$ cat config.mk
export PLATFORM = sky130hd
export DESIGN_NAME = pll_drp_ctrl
export DESIGN_NICKNAME = d
export VERILOG_FILES = /design/src/rtl/pll_drp_pkg.sv /design/src/rtl/pll_drp_merge.sv /design/src/rtl/pll_drp_ctrl.sv
export SDC_FILE = /design/constraint.sdc
export NUM_CORES = 1
export LEC_CHECK = 0
export ABC_AREA = 1
export CORE_ASPECT_RATIO = 0.5
export CORE_MARGIN = 2
export CORE_UTILIZATION = 53
export DETAILED_ROUTE_END_ITERATION = 12
export GPL_TIMING_DRIVEN = 0
export PLACE_DENSITY = 0.92
export SLEW_MARGIN = 40
export SYNTH_ARGS = -nofsm -noshare
export SYNTH_HDL_FRONTEND = slang
export SYNTH_SLANG_ARGS = --single-unit
$ cat constraint.sdc
create_clock -name clk_i -period 2.6 [get_ports clk_i]
set_clock_uncertainty 0.05 [all_clocks]
set_input_delay 0.26 -clock clk_i [delete_from_list [all_inputs] [get_ports clk_i]]
set_output_delay 0.26 -clock clk_i [all_outputs]
set_load 0.02 [all_outputs]
$ cat src/rtl/pll_drp_pkg.sv
// Shared types and constants for the PLLE2 DRP reconfiguration controller:
// FSM states, clock-register addresses, error codes and the divider encoder.
package pll_drp_pkg;

  typedef enum logic [3:0] {
    ST_IDLE,
    ST_RST_ON,
    ST_RD,
    ST_RD_WAIT,
    ST_WR,
    ST_WR_WAIT,
    ST_HOLD,
    ST_LOCK_WAIT,
    ST_DONE,
    ST_ERR
  } state_e;

  localparam logic [6:0] ADDR_CLKOUT0_REG1 = 7'h08;
  localparam logic [6:0] ADDR_CLKOUT0_REG2 = 7'h09;
  localparam logic [6:0] ADDR_CLKOUT1_REG1 = 7'h0A;
  localparam logic [6:0] ADDR_CLKOUT1_REG2 = 7'h0B;
  localparam logic [6:0] ADDR_CLKFBOUT_REG1 = 7'h14;
  localparam logic [6:0] ADDR_CLKFBOUT_REG2 = 7'h15;

  localparam logic [1:0] ERR_NONE         = 2'd0;
  localparam logic [1:0] ERR_BAD_ARG      = 2'd1;
  localparam logic [1:0] ERR_DRP_TIMEOUT  = 2'd2;
  localparam logic [1:0] ERR_LOCK_TIMEOUT = 2'd3;

  localparam logic [2:0] LAST_IDX = 3'd5;

  typedef struct packed {
    logic [5:0] high;
    logic [5:0] low;
    logic       edge_bit;
    logic       nocount;
  } div_enc_t;

  // Divide-by-1 bypasses the counter entirely, so high/low are forced to 1
  // and the half-cycle edge bit is left clear.
  function automatic div_enc_t pll_div_encode(input logic [6:0] d);
    div_enc_t   e;
    logic [6:0] h;
    logic [6:0] l;
    h = d >> 1;
    l = d - h;
    e.high     = h[5:0];
    e.low      = l[5:0];
    e.edge_bit = d[0];
    e.nocount  = 1'b0;
    if (d == 7'd1) begin
      e.high     = 6'd1;
      e.low      = 6'd1;
      e.edge_bit = 1'b0;
      e.nocount  = 1'b1;
    end
    return e;
  endfunction

  function automatic logic [6:0] entry_addr(input logic [2:0] idx);
    case (idx)
      3'd0:    return ADDR_CLKOUT0_REG1;
      3'd1:    return ADDR_CLKOUT0_REG2;
      3'd2:    return ADDR_CLKOUT1_REG1;
      3'd3:    return ADDR_CLKOUT1_REG2;
      3'd4:    return ADDR_CLKFBOUT_REG1;
      default: return ADDR_CLKFBOUT_REG2;
    endcase
  endfunction

  function automatic logic arg_valid(input logic [6:0] v);
    return (v != 7'd0) && (v != 7'h7F);
  endfunction

endpackage

$ cat src/rtl/pll_drp_merge.sv
// Read-modify-write merge: folds an encoded divider into the word read back
// from a PLL clock register (Reg1 = high/low counts, Reg2 = edge/nocount).
module pll_drp_merge
  import pll_drp_pkg::*;
(
  input  logic [15:0] old_word_i,
  input  logic [5:0]  high_i,
  input  logic [5:0]  low_i,
  input  logic        edge_i,
  input  logic        nocount_i,
  input  logic        sel_reg2_i,
  output logic [15:0] new_word_o
);

  // NOTE: assign a default before any branch so combinational logic never infers a latch.
  always_comb begin
    new_word_o = old_word_i;
    if (sel_reg2_i) begin
      new_word_o[7] = edge_i;
      new_word_o[6] = nocount_i;
    end else begin
      new_word_o[11:0] = {high_i, low_i};
    end
  end

endmodule

$ cat src/rtl/pll_drp_ctrl.sv
// PLLE2 runtime reconfiguration: holds the PLL in reset, rewrites the six
// clock registers over DRP by read-modify-write, then releases and awaits lock.
module pll_drp_ctrl
  import pll_drp_pkg::*;
#(
  parameter int unsigned RST_CYCLES   = 8,
  parameter int unsigned DRP_TIMEOUT  = 64,
  parameter int unsigned LOCK_TIMEOUT = 65535
) (
  input  logic        clk_i,
  input  logic        rst_i,
  input  logic        cfg_req_i,
  input  logic [6:0]  cfg_mult_i,
  input  logic [6:0]  cfg_div0_i,
  input  logic [6:0]  cfg_div1_i,
  output logic        cfg_busy_o,
  output logic        cfg_done_o,
  output logic        cfg_err_o,
  output logic [1:0]  cfg_err_code_o,
  output logic [6:0]  drp_addr_o,
  output logic [15:0] drp_di_o,
  input  logic [15:0] drp_do_i,
  output logic        drp_den_o,
  output logic        drp_dwe_o,
  input  logic        drp_rdy_i,
  output logic        pll_rst_o,
  input  logic        pll_locked_i,
  output logic        locked_o
);

  localparam logic [15:0] HOLD_LAST = 16'(RST_CYCLES - 1);
  localparam logic [15:0] DRP_LAST  = 16'(DRP_TIMEOUT - 1);
  localparam logic [15:0] LOCK_LAST = 16'(LOCK_TIMEOUT - 1);

  state_e      state_q, state_d;
  logic [15:0] wait_q, wait_d;
  logic [2:0]  idx_q, idx_d;
  logic [6:0]  mult_q, mult_d, div0_q, div0_d, div1_q, div1_d;
  logic        arg_ok_q, arg_ok_d;
  logic [6:0]  addr_q, addr_d;
  logic [15:0] di_q, di_d;
  logic [1:0]  code_q, code_d;
  logic        busy_q, busy_d, done_q, done_d, err_q, err_d;
  logic        den_q, den_d, dwe_q, dwe_d, pll_rst_q, pll_rst_d;
  logic        sync1_q, sync2_q;
  logic [6:0]  cur_div;
  div_enc_t    enc;
  logic [15:0] merged;

  always_comb begin
    case (idx_q[2:1])
      2'd0:    cur_div = div0_q;
      2'd1:    cur_div = div1_q;
      default: cur_div = mult_q;
    endcase
    enc = pll_div_encode(cur_div);
  end

  pll_drp_merge u_merge (
    .old_word_i (drp_do_i),
    .high_i     (enc.high),
    .low_i      (enc.low),
    .edge_i     (enc.edge_bit),
    .nocount_i  (enc.nocount),
    .sel_reg2_i (idx_q[0]),
    .new_word_o (merged)
  );

  always_comb begin
    state_d  = state_q;
    idx_d    = idx_q;
    mult_d   = mult_q;
    div0_d   = div0_q;
    div1_d   = div1_q;
    arg_ok_d = arg_ok_q;
    addr_d   = addr_q;
    di_d     = di_q;
    code_d   = code_q;
    case (state_q)
      ST_IDLE: if (cfg_req_i) begin
        mult_d   = cfg_mult_i;
        div0_d   = cfg_div0_i;
        div1_d   = cfg_div1_i;
        arg_ok_d = arg_valid(cfg_mult_i) && arg_valid(cfg_div0_i) && arg_valid(cfg_div1_i);
        idx_d    = 3'd0;
        code_d   = ERR_NONE;
        state_d  = ST_RST_ON;
      end
      // Bad arguments are rejected here so the PLL reset is never raised for them.
      ST_RST_ON: if (!arg_ok_q) begin
        code_d  = ERR_BAD_ARG;
        state_d = ST_ERR;
      end else begin
        addr_d  = entry_addr(idx_q);
        state_d = ST_RD;
      end
      ST_RD: state_d = ST_RD_WAIT;
      ST_RD_WAIT: if (drp_rdy_i) begin
        di_d    = merged;
        state_d = ST_WR;
      end else if (wait_q == DRP_LAST) begin
        code_d  = ERR_DRP_TIMEOUT;
        state_d = ST_ERR;
      end
      ST_WR: state_d = ST_WR_WAIT;
      ST_WR_WAIT: if (drp_rdy_i) begin
        if (idx_q == LAST_IDX) begin
          state_d = ST_HOLD;
        end else begin
          idx_d   = idx_q + 3'd1;
          addr_d  = entry_addr(idx_q + 3'd1);
          state_d = ST_RD;
        end
      end else if (wait_q == DRP_LAST) begin
        code_d  = ERR_DRP_TIMEOUT;
        state_d = ST_ERR;
      end
      ST_HOLD: if (wait_q == HOLD_LAST) state_d = ST_LOCK_WAIT;
      ST_LOCK_WAIT: if (sync2_q) begin
        state_d = ST_DONE;
      end else if (wait_q == LOCK_LAST) begin
        code_d  = ERR_LOCK_TIMEOUT;
        state_d = ST_ERR;
      end
      ST_DONE: state_d = ST_IDLE;
      ST_ERR:  state_d = ST_IDLE;
      default: state_d = ST_IDLE;
    endcase

    wait_d = (state_d != state_q || state_q == ST_IDLE) ? 16'd0 : wait_q + 16'd1;

    // Outputs are decoded from the next state and registered, so they are glitch-free.
    busy_d = (state_d != ST_IDLE);
    done_d = (state_d == ST_DONE);
    err_d  = (state_d == ST_ERR);
    den_d  = (state_d == ST_RD) || (state_d == ST_WR);
    dwe_d  = (state_d == ST_WR);
    case (state_d)
      ST_RST_ON: pll_rst_d = arg_ok_d;
      ST_RD, ST_RD_WAIT, ST_WR, ST_WR_WAIT, ST_HOLD: pll_rst_d = 1'b1;
      default: pll_rst_d = 1'b0;
    endcase
  end

  // NOTE: sequential state uses non-blocking assignments so every flop samples pre-edge values.
  always_ff @(posedge clk_i or posedge rst_i) begin
    if (rst_i) begin
      state_q   <= ST_IDLE;
      wait_q    <= '0;
      idx_q     <= '0;
      mult_q    <= '0;
      div0_q    <= '0;
      div1_q    <= '0;
      arg_ok_q  <= 1'b0;
      addr_q    <= '0;
      di_q      <= '0;
      code_q    <= ERR_NONE;
      busy_q    <= 1'b0;
      done_q    <= 1'b0;
      err_q     <= 1'b0;
      den_q     <= 1'b0;
      dwe_q     <= 1'b0;
      pll_rst_q <= 1'b0;
      sync1_q   <= 1'b0;
      sync2_q   <= 1'b0;
    end else begin
      state_q   <= state_d;
      wait_q    <= wait_d;
      idx_q     <= idx_d;
      mult_q    <= mult_d;
      div0_q    <= div0_d;
      div1_q    <= div1_d;
      arg_ok_q  <= arg_ok_d;
      addr_q    <= addr_d;
      di_q      <= di_d;
      code_q    <= code_d;
      busy_q    <= busy_d;
      done_q    <= done_d;
      err_q     <= err_d;
      den_q     <= den_d;
      dwe_q     <= dwe_d;
      pll_rst_q <= pll_rst_d;
      sync1_q   <= pll_locked_i;
      sync2_q   <= sync1_q;
    end
  end

  assign cfg_busy_o     = busy_q;
  assign cfg_done_o     = done_q;
  assign cfg_err_o      = err_q;
  assign cfg_err_code_o = code_q;
  assign drp_addr_o     = addr_q;
  assign drp_di_o       = di_q;
  assign drp_den_o      = den_q;
  assign drp_dwe_o      = dwe_q;
  assign pll_rst_o      = pll_rst_q;
  assign locked_o       = sync2_q;

endmodule
==> results of run 1 <==
==> area by class of cell <==
class | count | area (um2) | area share, %
clock buffer | 11 | 242.7 | 4.385
timing repair buffer | 72 | 733.2 | 13.25
tap | 112 | 140.1 | 2.532
sequential | 75 | 1877 | 33.91
clock inverter | 4 | 75.07 | 1.356
buffer | 14 | 100.1 | 1.808
inverter | 58 | 226.5 | 4.091
multi-input combinational | 376 | 2141 | 38.68
==> placed cells by master (no fill, tap or decap), types with 2 or more instances in the layout <==
cell type | synthesis | routed
nand3_1 | 25 | 25
buf_4 | 4 | 7
nor4_1 | 3 | 3
nand4_1 | 11 | 11
a21oi_1 | 27 | 27
o21ai_1 | 5 | 5
o221ai_1 | 2 | 2
xor2_1 | 10 | 10
o21bai_1 | 2 | 2
and2_1 | 4 | 4
a2bb2oi_1 | 7 | 7
inv_1 | 48 | 47
nand2_1 | 128 | 128
clkbuf_16 | 0 | 9
clkinvlp_4 | 0 | 3
inv_2 | 8 | 8
nor3_2 | 11 | 11
xnor2_1 | 4 | 4
nor3_1 | 9 | 9
nand2_4 | 2 | 2
conb_1 | 1 | 2
nor2_2 | 5 | 5
dfrtp_1 | 75 | 75
o21ai_0 | 30 | 30
clkbuf_1 | 3 | 4
bufinv_16 | 0 | 2
or2_2 | 2 | 2
nor2_4 | 2 | 4
nor2_1 | 42 | 40
clkdlybuf4s50_1 | 0 | 69
nand3b_1 | 3 | 3
nand3_2 | 2 | 2
buf_2 | 5 | 4
nand2_2 | 3 | 3
ha_1 | 17 | 16
o21a_1 | 2 | 2
==> metal layers <==
layer	share of wire [%]	global-route usage, %	vias up	wire length, um
li1	-	-	1887	-
met1	43	29.60	1873	4507
met2	49	42.54	136	5105
met3	6.4	5.931	23	672
met4	1.4	7.473	0	151
met5	0	0	-	0
==> worst max-delay path, cell delays in order (launching register included) <==
cell and delay, ns:
dfrtp_1 0.35, buf_4 0.22, nor2_4 0.08, a221o_1 0.37
buf_4 0.16, ha_4 0.28, nand2_1 0.09, or2_2 0.30
nand3_1 0.10, nand3b_1 0.14, nand3_1 0.08, a2bb2oi_1 0.15
==> how the worst min path moves through the flow <==
stage,slack [ns],end,startpoint
2_1_floorplan,0.24,sync1_q$_DFF_PP0_,pll_locked_i
3_3_place_gp,0.28,locked_o$_DFF_PP0_,sync1_q$_DFF_PP0_
3_5_place_dp,0.29,locked_o$_DFF_PP0_,sync1_q$_DFF_PP0_
4_1_cts,0.19,wait_q[15]$_DFF_PP0_,rst_i
5_1_grt,0.19,wait_q[15]$_DFF_PP0_,rst_i
6_report,0.18,wait_q[15]$_DFF_PP0_,rst_i
==> what timing repair did <==
action                     4_1_cts  5_1_grt
setup buffers                    0        2
gates resized for setup          2        6
hold endpoints to repair         0        0
setup endpoints to repair        3        5
pin swaps                        0        1
==> cells in the mapped netlist (all sizes together) <==
cell / n / area, um2
a211oi: 1 / 7.510
a21boi: 1 / 18.77
a21o: 1 / 7.510
a21oi: 29 / 160.2
a221o: 1 / 10.01
a22oi: 1 / 12.51
a2bb2oi: 7 / 61.31
a41oi: 1 / 8.760
and2: 4 / 25.02
and3: 1 / 6.260
buf: 11 / 86.33
clkbuf: 3 / 11.26
clkinv: 2 / 7.510
conb: 1 / 3.750
dfrtp: 75 / 1877
fa: 1 / 20.02
ha: 17 / 212.7
inv: 56 / 210.2
nand2: 133 / 521.8
nand3: 28 / 162.7
nand3b: 3 / 22.52
nand4: 11 / 68.82
nor2: 49 / 211.5
nor3: 20 / 155.2
nor3b: 1 / 7.510
nor4: 3 / 18.77
o2111ai: 1 / 8.760
o211ai: 1 / 7.510
o21a: 2 / 15.01
o21ai: 35 / 175.2
o21bai: 2 / 15.01
o221ai: 2 / 17.52
o22ai: 1 / 6.260
or2: 2 / 12.51
or3: 1 / 6.260
xnor2: 4 / 35.03
xor2: 10 / 87.58
==> cells by family (layout without fill, tap and decap cells) <==
family                   count (synthesis)  after routing  share of synthesized area, %
AO/OA/AOI/OAI                           86             86                         12.36
other                                    1              2                       0.08718
XOR/XNOR                                14             14                         2.850
adder cells (fa/ha/maj)                 18             18                         5.410
flip-flops                              75             75                         43.63
buffers and inverters                   72            159                         7.330
AND/OR/NAND/NOR                        256            256                         28.33
==> metrics by stage <==
| step | cells | setup WS [ns] |
|---|---|---|
| finish | 722 | 0.1376 |
| floorplan | 523 | 0.3754 |
| detailed placement | 705 | -0.07814 |
| CTS | 720 | 0.005302 |
| global route | 722 | -0.01777 |
| global placement | 704 | -0.7945 |
==> sequential cells by signal (all words and copies together) (netlist names), 2 cells and up <==
name / flops
drp_di_o: 16
wait_q: 16
div0_q: 7
div1_q: 7
mult_q: 7
drp_addr_o: 4
state_q: 4
idx_q: 3
cfg_err_code_o: 2
==> power groups by stage <==
stage | clock, mW | combinational [mW] | sequential [mW]
floorplan | 0 | 2.09 | 2.01
detailed placement | 0 | 3.30 | 1.82
CTS | 1.34 | 3.35 | 1.80
global route | 1.41 | 3.76 | 1.84
global placement | 0 | 3.19 | 1.80
finish | 1.34 | 3.45 | 1.80
==> flow_summary.json, run 1 <==
{
  "grt_pass1_wl_um": 16770,
  "power.density_nw_per_um2": 1191,
  "antenna_found_initial": 0,
  "hold_class": "input port to async pin",
  "place_congestion": 0.9508,
  "cts_tree": "done",
  "nets": 666,
  "synth_seq_cells": 75,
  "syn_area_um2": 4302,
  "cts_hold_buf": 0,
  "diodes": 0,
  "status": "completed",
  "clockPowerShare_pct": 20.3,
  "viasPerCell": 5.428,
  "cp-startpoint": "idx_q[2]$_DFFE_PP0P_",
  "p_sw_share_pct": 42.39,
  "numPortBuffers": 69,
  "syn2layout_area_growth_pct": 28.68,
  "r2r_end": "drp_di_o[5]$_DFFE_PP0P_",
  "crit_type": "flip-flop to flip-flop",
  "ir_drop_v": 0.0004629,
  "die_w_um": 131.4,
  "vias": 3919,
  "p_sw_mw": 2.795,
  "yosysUniqueCellTypes": 51,
  "fin_crit_sh_pct": 94.71,
  "setup_viol_count_final": 0,
  "crit_arrival_ns": 2.67,
  "ys_seq_area_share_pct": 43.63,
  "dpl.hpwl_um": 7469,
  "maxCapViolations": 0,
  "core_um2": 7943,
  "num_rows": 23,
  "die_h_um": 67.71,
  "setup-tns-final_ns": 0,
  "root_buffer": "clkbuf_16",
  "cp-endpoint": "drp_di_o[5]$_DFFE_PP0P_",
  "cts_made_buffers": 9,
  "fillers": 573,
  "track_usage_pct": 23.93,
  "grt_max_degree": 57,
  "postLayoutCellArea_um2": 5535,
  "hold_violations": 0,
  "drt-total-wl_um": 10440,
  "first_pass_iters": 5,
  "fmax_ghz": 0.4061,
  "syn_avg_cell_area_um2": 8.241,
  "ys.warnings.count": 0,
  "htreeDepth": 3,
  "cts_max_path_buffers": 2,
  "p_comb_share_pct": 52.3,
  "drive_gt1_share_pct": 11.97,
  "period_needed_ns": 2.462,
  "wl_per_cell_um": 14.46,
  "seqPwrFrac_pct": 27.4,
  "cp-end-kind": "flip-flop",
  "io_pins": 74,
  "clk_latency_ns": 0.34,
  "start_util_pct": 54.16,
  "r2r_slack_ns": 0.14,
  "startpoint_type": "flip-flop",
  "finalPower_mw": 6.593,
  "required_ns": 2.81,
  "drtIter0Drc": 536,
  "maxSlewViolCount": 0,
  "ant_nets": 0,
  "path_max_fanout": 10,
  "final_util_pct": 69.69,
  "cts_sinks": 75,
  "path_clk_slew_ns": 0.06,
  "ff2ff_path_depth": 11,
  "place_area_um2": 5169,
  "drc": 0,
  "p_leak_nw": 2.539,
  "fin_worst_hold_slack_ns": 0.1753,
  "overflow": 0,
  "grt_pass1_vias": 3619,
  "syn_inst": 522,
  "p_int_mw": 3.798,
  "dieArea_um2": 8897,
  "reg2reg_from": "idx_q[2]$_DFFE_PP0P_"
}
Note: power is estimated with default switching activity, not from simulation.
==> run 2, diff against run 1 <==
Settings changed: SETUP_SLACK_MARGIN set to 0.2.
==> run 2 against run 1 <==
  * Global-route usage up 0.53 points
  * Power up 3.0%
  * Via count up 1.1%
  * Hold slack better by 0.00093 ns
  * Non-clock buffer count up 2
  * Highest routed layer unchanged
  * Final cell count up 0.28%
  * Clock-buffer cell count unchanged
  * Sequential share of layout area down 0.51 points
  * Critical endpoint unchanged
  * First-iteration DRC count down 12%
  * Sequential power about the same
  * Clock power about the same
==> flow_summary.json, run 2 (synthesis gave the netlist of run 1 again) <==
{
  "maxCapViolations": 0,
  "diodes": 0,
  "syn2layout_area_growth_pct": 30.72,
  "vias": 3961,
  "grt_pass1_vias": 3668,
  "path_clk_slew_ns": 0.06,
  "worst-path-stages": 11,
  "required_ns": 2.82,
  "grt_max_degree": 57,
  "root_buffer": "clkbuf_16",
  "fmax_ghz": 0.4247,
  "cpMaxStageDelayCell": "dfrtp_2",
  "dpl.hpwl_um": 7469,
  "io_pins": 74,
  "mostFrequentLayoutCell": "nand2_1",
  "cpMostUsedCell": "nand3_2",
  "crit_arrival_ns": 2.57,
  "r2r_slack_ns": 0.25,
  "cp_num_buf_inv": 1,
  "drive_gt1_share_pct": 15.03,
  "numPortBuffers": 69,
  "place_ws_ns": -0.07814,
  "status": "completed",
  "critical-path-max-stage-delay_ns": 0.45,
  "startpoint_type": "flip-flop",
  "ir_drop_v": 0.0004591,
  "crit_type": "flip-flop to flip-flop",
  "ant_nets": 0,
  "fin_crit_sh_pct": 90.57,
  "crit_family": "simple AND/OR/NAND/NOR gates",
  "mostFrequentLayoutCells": "nand2_1 (127), dfrtp_1 (74), clkdlybuf4s50_1 (69)",
  "grt_setup_unrepaired": "true",
  "htreeDepth": 3,
  "cp_cell_sequence": "inv_2 -> nor2_4 -> nand2_1 -> nand3_1 -> ha_4 -> nand2_2 -> or2_2 -> nand3_2 -> nand3b_1 -> nand3_2 -> a2bb2oi_2",
  "maxSlewViolCount": 0,
  "cts_tree": "done",
  "cp-end-kind": "flip-flop",
  "wl_per_cell_um": 15.10,
  "num_rows": 23,
  "viasPerCell": 5.471,
  "power.density_nw_per_um2": 1207,
  "overflow": 0,
  "dieArea_um2": 8897,
  "die_h_um": 67.71,
  "drc": 0,
  "nets": 668,
  "cts_max_path_buffers": 2,
  "setup_viol_count_final": 0,
  "clk_latency_ns": 0.34,
  "hold_class": "input port to async pin",
  "first_pass_iters": 5,
  "cts_sinks": 75,
  "drt-total-wl_um": 10930,
  "antenna_found_initial": 0,
  "track_usage_pct": 24.46,
  "fin_cells": 724,
  "cts_hold_buf": 0,
  "path_max_fanout": 7,
  "dp_cells": 705,
  "core_um2": 7943,
  "finalWorstSetupSlack_ns": 0.2453,
  "place_congestion": 0.9508,
  "ff2ff_path_depth": 11,
  "period_needed_ns": 2.355,
  "hold_violations": 0,
  "start_util_pct": 54.16,
  "p_leak_nw": 2.565,
  "grt_pass1_wl_um": 17150,
  "cts_made_buffers": 9,
  "drtIter0Drc": 472,
  "die_w_um": 131.4
}
==> run 2: cell type report <==
cell class / count / area [um2]
fill: 546 / 2320
multi-input combinational: 376 / 2207
sequential: 75 / 1878
timing repair buffer: 74 / 748.2
clock buffer: 11 / 242.7
inverter: 58 / 227.7
tap: 112 / 140.1
buffer: 14 / 103.9
clock inverter: 4 / 75.07
==> run 2: metrics by stage <==
step           hold slack (ns)  cell area [um2]  power, mW  setup TNS, ns  utilization, %
6_report                0.1763             5623      6.788              0           70.79
5_1_grt                 0.1878             5623      7.199              0           70.79
4_1_cts                 0.1856             5529      6.540              0           69.61
3_5_place_dp            0.2871             5169      5.120        -0.1312           65.08
3_3_place_gp            0.2830             5136      4.992         -59.23           64.67
2_1_floorplan           0.2414             4305      4.102              0               -
==> run 2: routing by layer <==
metal | GRT usage (%) | up-vias | wire, um
li1 | - | 1886 | -
met5 | 0 | - | 0
met2 | 43.65 | 159 | 5469
met1 | 30.27 | 1891 | 4527
met4 | 7.609 | 0 | 197
met3 | 5.856 | 25 | 738
==> run 2: where the power goes <==
part / total (mW) / switching, mW / internal, mW / leakage [nW]
sequential: 1.81 / 0.231 / 1.58 / 0.949
clock: 1.34 / 0.479 / 0.861 / 0.148
combinational: 3.64 / 2.18 / 1.46 / 1.47
total: 6.79 / 2.89 / 3.90 / 2.57
==> run 2: what timing repair did <==
| item | in CTS | in global routing |
|---|---|---|
| gates resized for setup | 9 | 19 |
| pin swaps | 1 | 5 |
| buffers inserted | 1 | 3 |
| endpoints found under the setup margin | 5 | 4 |
==> run 2: path summary, 6_finish.rpt <==
kind / startpoint / endpoint
setup / recovery: idx_q[1]$_DFFE_PP0P_ / drp_di_o[5]$_DFFE_PP0P_
hold / removal: rst_i / wait_q[15]$_DFF_PP0_
setup reg to reg: idx_q[1]$_DFFE_PP0P_ / drp_di_o[5]$_DFFE_PP0P_
hold reg to reg: sync1_q$_DFF_PP0_ / locked_o$_DFF_PP0_
max in group asynchronous: rst_i / idx_q[1]$_DFFE_PP0P_
min in group clk_i: sync1_q$_DFF_PP0_ / locked_o$_DFF_PP0_
==> run 3, diff against run 2 <==
Settings changed: CORE_UTILIZATION 53 to 27, PLACE_DENSITY 0.92 to 0.6.
Clock period 2.6 ns to 2.1 ns, I/O delays scaled along.
==> run 3 against run 2 <==
  * The run now ends with negative setup slack left
  * Critical path depth unchanged
  * Via count decreased by 1.7%
  * Register-to-register slack got worse by 0.34 ns
  * Global-route usage decreased by 11 points
  * Sequential cell count unchanged
  * Hold slack got worse by 0.053 ns
  * Routed wire length increased by 1.5%
  * Critical path type unchanged
  * Largest cell class unchanged
  * Largest power group unchanged
==> flow_summary.json, run 3 (synthesis gave the netlist of run 1 again) <==
{
  "cpMaxStageDelayCell": "dfrtp_1",
  "drt-total-wl_um": 11100,
  "viasPerCell": 4.654,
  "dieArea_um2": 17020,
  "startpoint_type": "flip-flop",
  "die_w_um": 182.5,
  "maxSlewViolCount": 0,
  "setup_viol_count_final": 3,
  "dp_cells": 799,
  "start_util_pct": 27.76,
  "place_area_um2": 5396,
  "cts_made_buffers": 9,
  "grt_pass1_wl_um": 17750,
  "period_needed_ns": 2.193,
  "hold_class": "input port to async pin",
  "cp_cell_sequence": "buf_6 -> nor2_4 -> a221o_1 -> inv_2 -> ha_4 -> nand2_2 -> o21ai_2 -> xnor2_2 -> nor2_1 -> a21oi_1 -> o21ai_1",
  "failed_checks": "negative setup slack",
  "wl_per_cell_um": 13.26,
  "die_h_um": 93.25,
  "crit_family": "compound AO/OA/AOI/OAI gates",
  "htreeDepth": 3,
  "num_rows": 32,
  "nets": 688,
  "syn2layout_area_growth_pct": 45.64,
  "maxCapViolations": 0,
  "diodes": 0,
  "cp_num_buf_inv": 2,
  "io_pins": 74,
  "r2r_end": "drp_di_o[3]$_DFFE_PP0P_",
  "numPortBuffers": 69,
  "path_clk_slew_ns": 0.06,
  "drtIter0Drc": 253,
  "critical-path-max-stage-delay_ns": 0.39,
  "required_ns": 2.27,
  "p_leak_nw": 2.761,
  "grt_max_degree": 26,
  "cts_sinks": 75,
  "fin_crit_sh_pct": 104.4,
  "postLayoutCellArea_um2": 6265,
  "ff2ff_path_depth": 11,
  "ir_drop_v": 0.0005108,
  "hold_violations": 0,
  "clk_latency_ns": 0.34,
  "drive_gt1_share_pct": 24.96,
  "overflow": 0,
  "fmax_ghz": 0.4561,
  "first_pass_iters": 5,
  "grt_setup_unrepaired": "true",
  "root_buffer": "clkbuf_16",
  "cts_tree": "done",
  "fin_cells": 837,
  "track_usage_pct": 13.08,
  "finalPower_mw": 9.275,
  "r2r_slack_ns": -0.09,
  "crit_arrival_ns": 2.36,
  "grt_pass1_vias": 3705,
  "cts_hold_buf": 0,
  "cts_max_path_buffers": 2,
  "drc": 0,
  "antenna_found_initial": 0,
  "finalWorstSetupSlack_ns": -0.09267,
  "mostFrequentLayoutCells": "nand2_1 (121), dfrtp_1 (73), clkdlybuf4s50_1 (69)",
  "vias": 3895,
  "core_um2": 15490,
  "ant_nets": 0,
  "status": "complete, but fails checks",
  "power.density_nw_per_um2": 1481,
  "path_max_fanout": 6,
  "place_congestion": 0.8708,
  "cp-end-kind": "flip-flop",
  "mostFrequentLayoutCell": "nand2_1",
  "crit_type": "flip-flop to flip-flop",
  "reg2reg_from": "idx_q[2]$_DFFE_PP0P_",
  "dpl.hpwl_um": 7981
}
run 3: metrics by stage:
step / hold slack (ns) / setup TNS (ns) / utilization [%] / setup slack [ns]
floorplan: 0.1914 / 0 / - / 0.06476
global placement: 0.2845 / -0.7960 / 34.34 / -0.2322
detailed placement: 0.3010 / -1.040 / 34.83 / -0.2645
CTS: 0.1174 / -0.3524 / 37.73 / -0.08916
global route: 0.1235 / -0.7671 / 40.43 / -0.1983
finish: 0.1228 / -0.2548 / 40.43 / -0.09267
run 3: worst max path at each step:
stage               cells past startpoint            startpoint                      end
finish                                 11  idx_q[2]$_DFFE_PP0P_  drp_di_o[3]$_DFFE_PP0P_
global route                           11  idx_q[2]$_DFFE_PP0P_  drp_di_o[3]$_DFFE_PP0P_
CTS                                    11  idx_q[2]$_DFFE_PP0P_  drp_di_o[3]$_DFFE_PP0P_
detailed placement                     13  idx_q[2]$_DFFE_PP0P_  drp_di_o[3]$_DFFE_PP0P_
global placement                       13  idx_q[2]$_DFFE_PP0P_  drp_di_o[3]$_DFFE_PP0P_
floorplan                              11  idx_q[1]$_DFFE_PP0P_  drp_di_o[3]$_DFFE_PP0P_
run 3: what timing repair did:
action	CTS	global route
pin swaps	8	48
gates cloned	0	1
setup buffers	9	12
resized for setup	19	71
setup endpoints to repair	12	37
run 3: power breakdown:
group          internal, mW  leakage (nW)  total, mW  switching, mW
Sequential             1.96         0.948       2.27          0.310
Clock                  1.07         0.155       1.69          0.614
Combinational          2.32          1.66       5.32           3.00
run 3: worst reg2reg max path, delay by kind of cell, from the launching register on:
kind                       cells  cell delay [ns]
buffers and inverters          2             0.22
xor gates and xnor gates       1             0.13
adders and majority gates      1             0.29
and+or+nand+nor                3             0.38
DFF                            1             0.39
AOI/OAI and AO/OA              4             0.62
run 3: layout make-up:
cell class	count	area [um2]
clock buffer	10	239.0
sequential	75	1879
inverter	58	245.2
tap	204	255.2
multi-input combinational	376	2481
buffer	14	108.9
fill	1496	9230
timing repair buffer	94	967.2
clock inverter	6	88.84
run 3: metal layers:
layer / wire length (um) / GRT usage [%] / vias up
li1: - / - / 1934
met1: 5246 / 17.02 / 1869
met2: 5298 / 21.36 / 79
met3: 384 / 2.609 / 13
met4: 172 / 5.578 / 0
met5: 0 / 0 / -
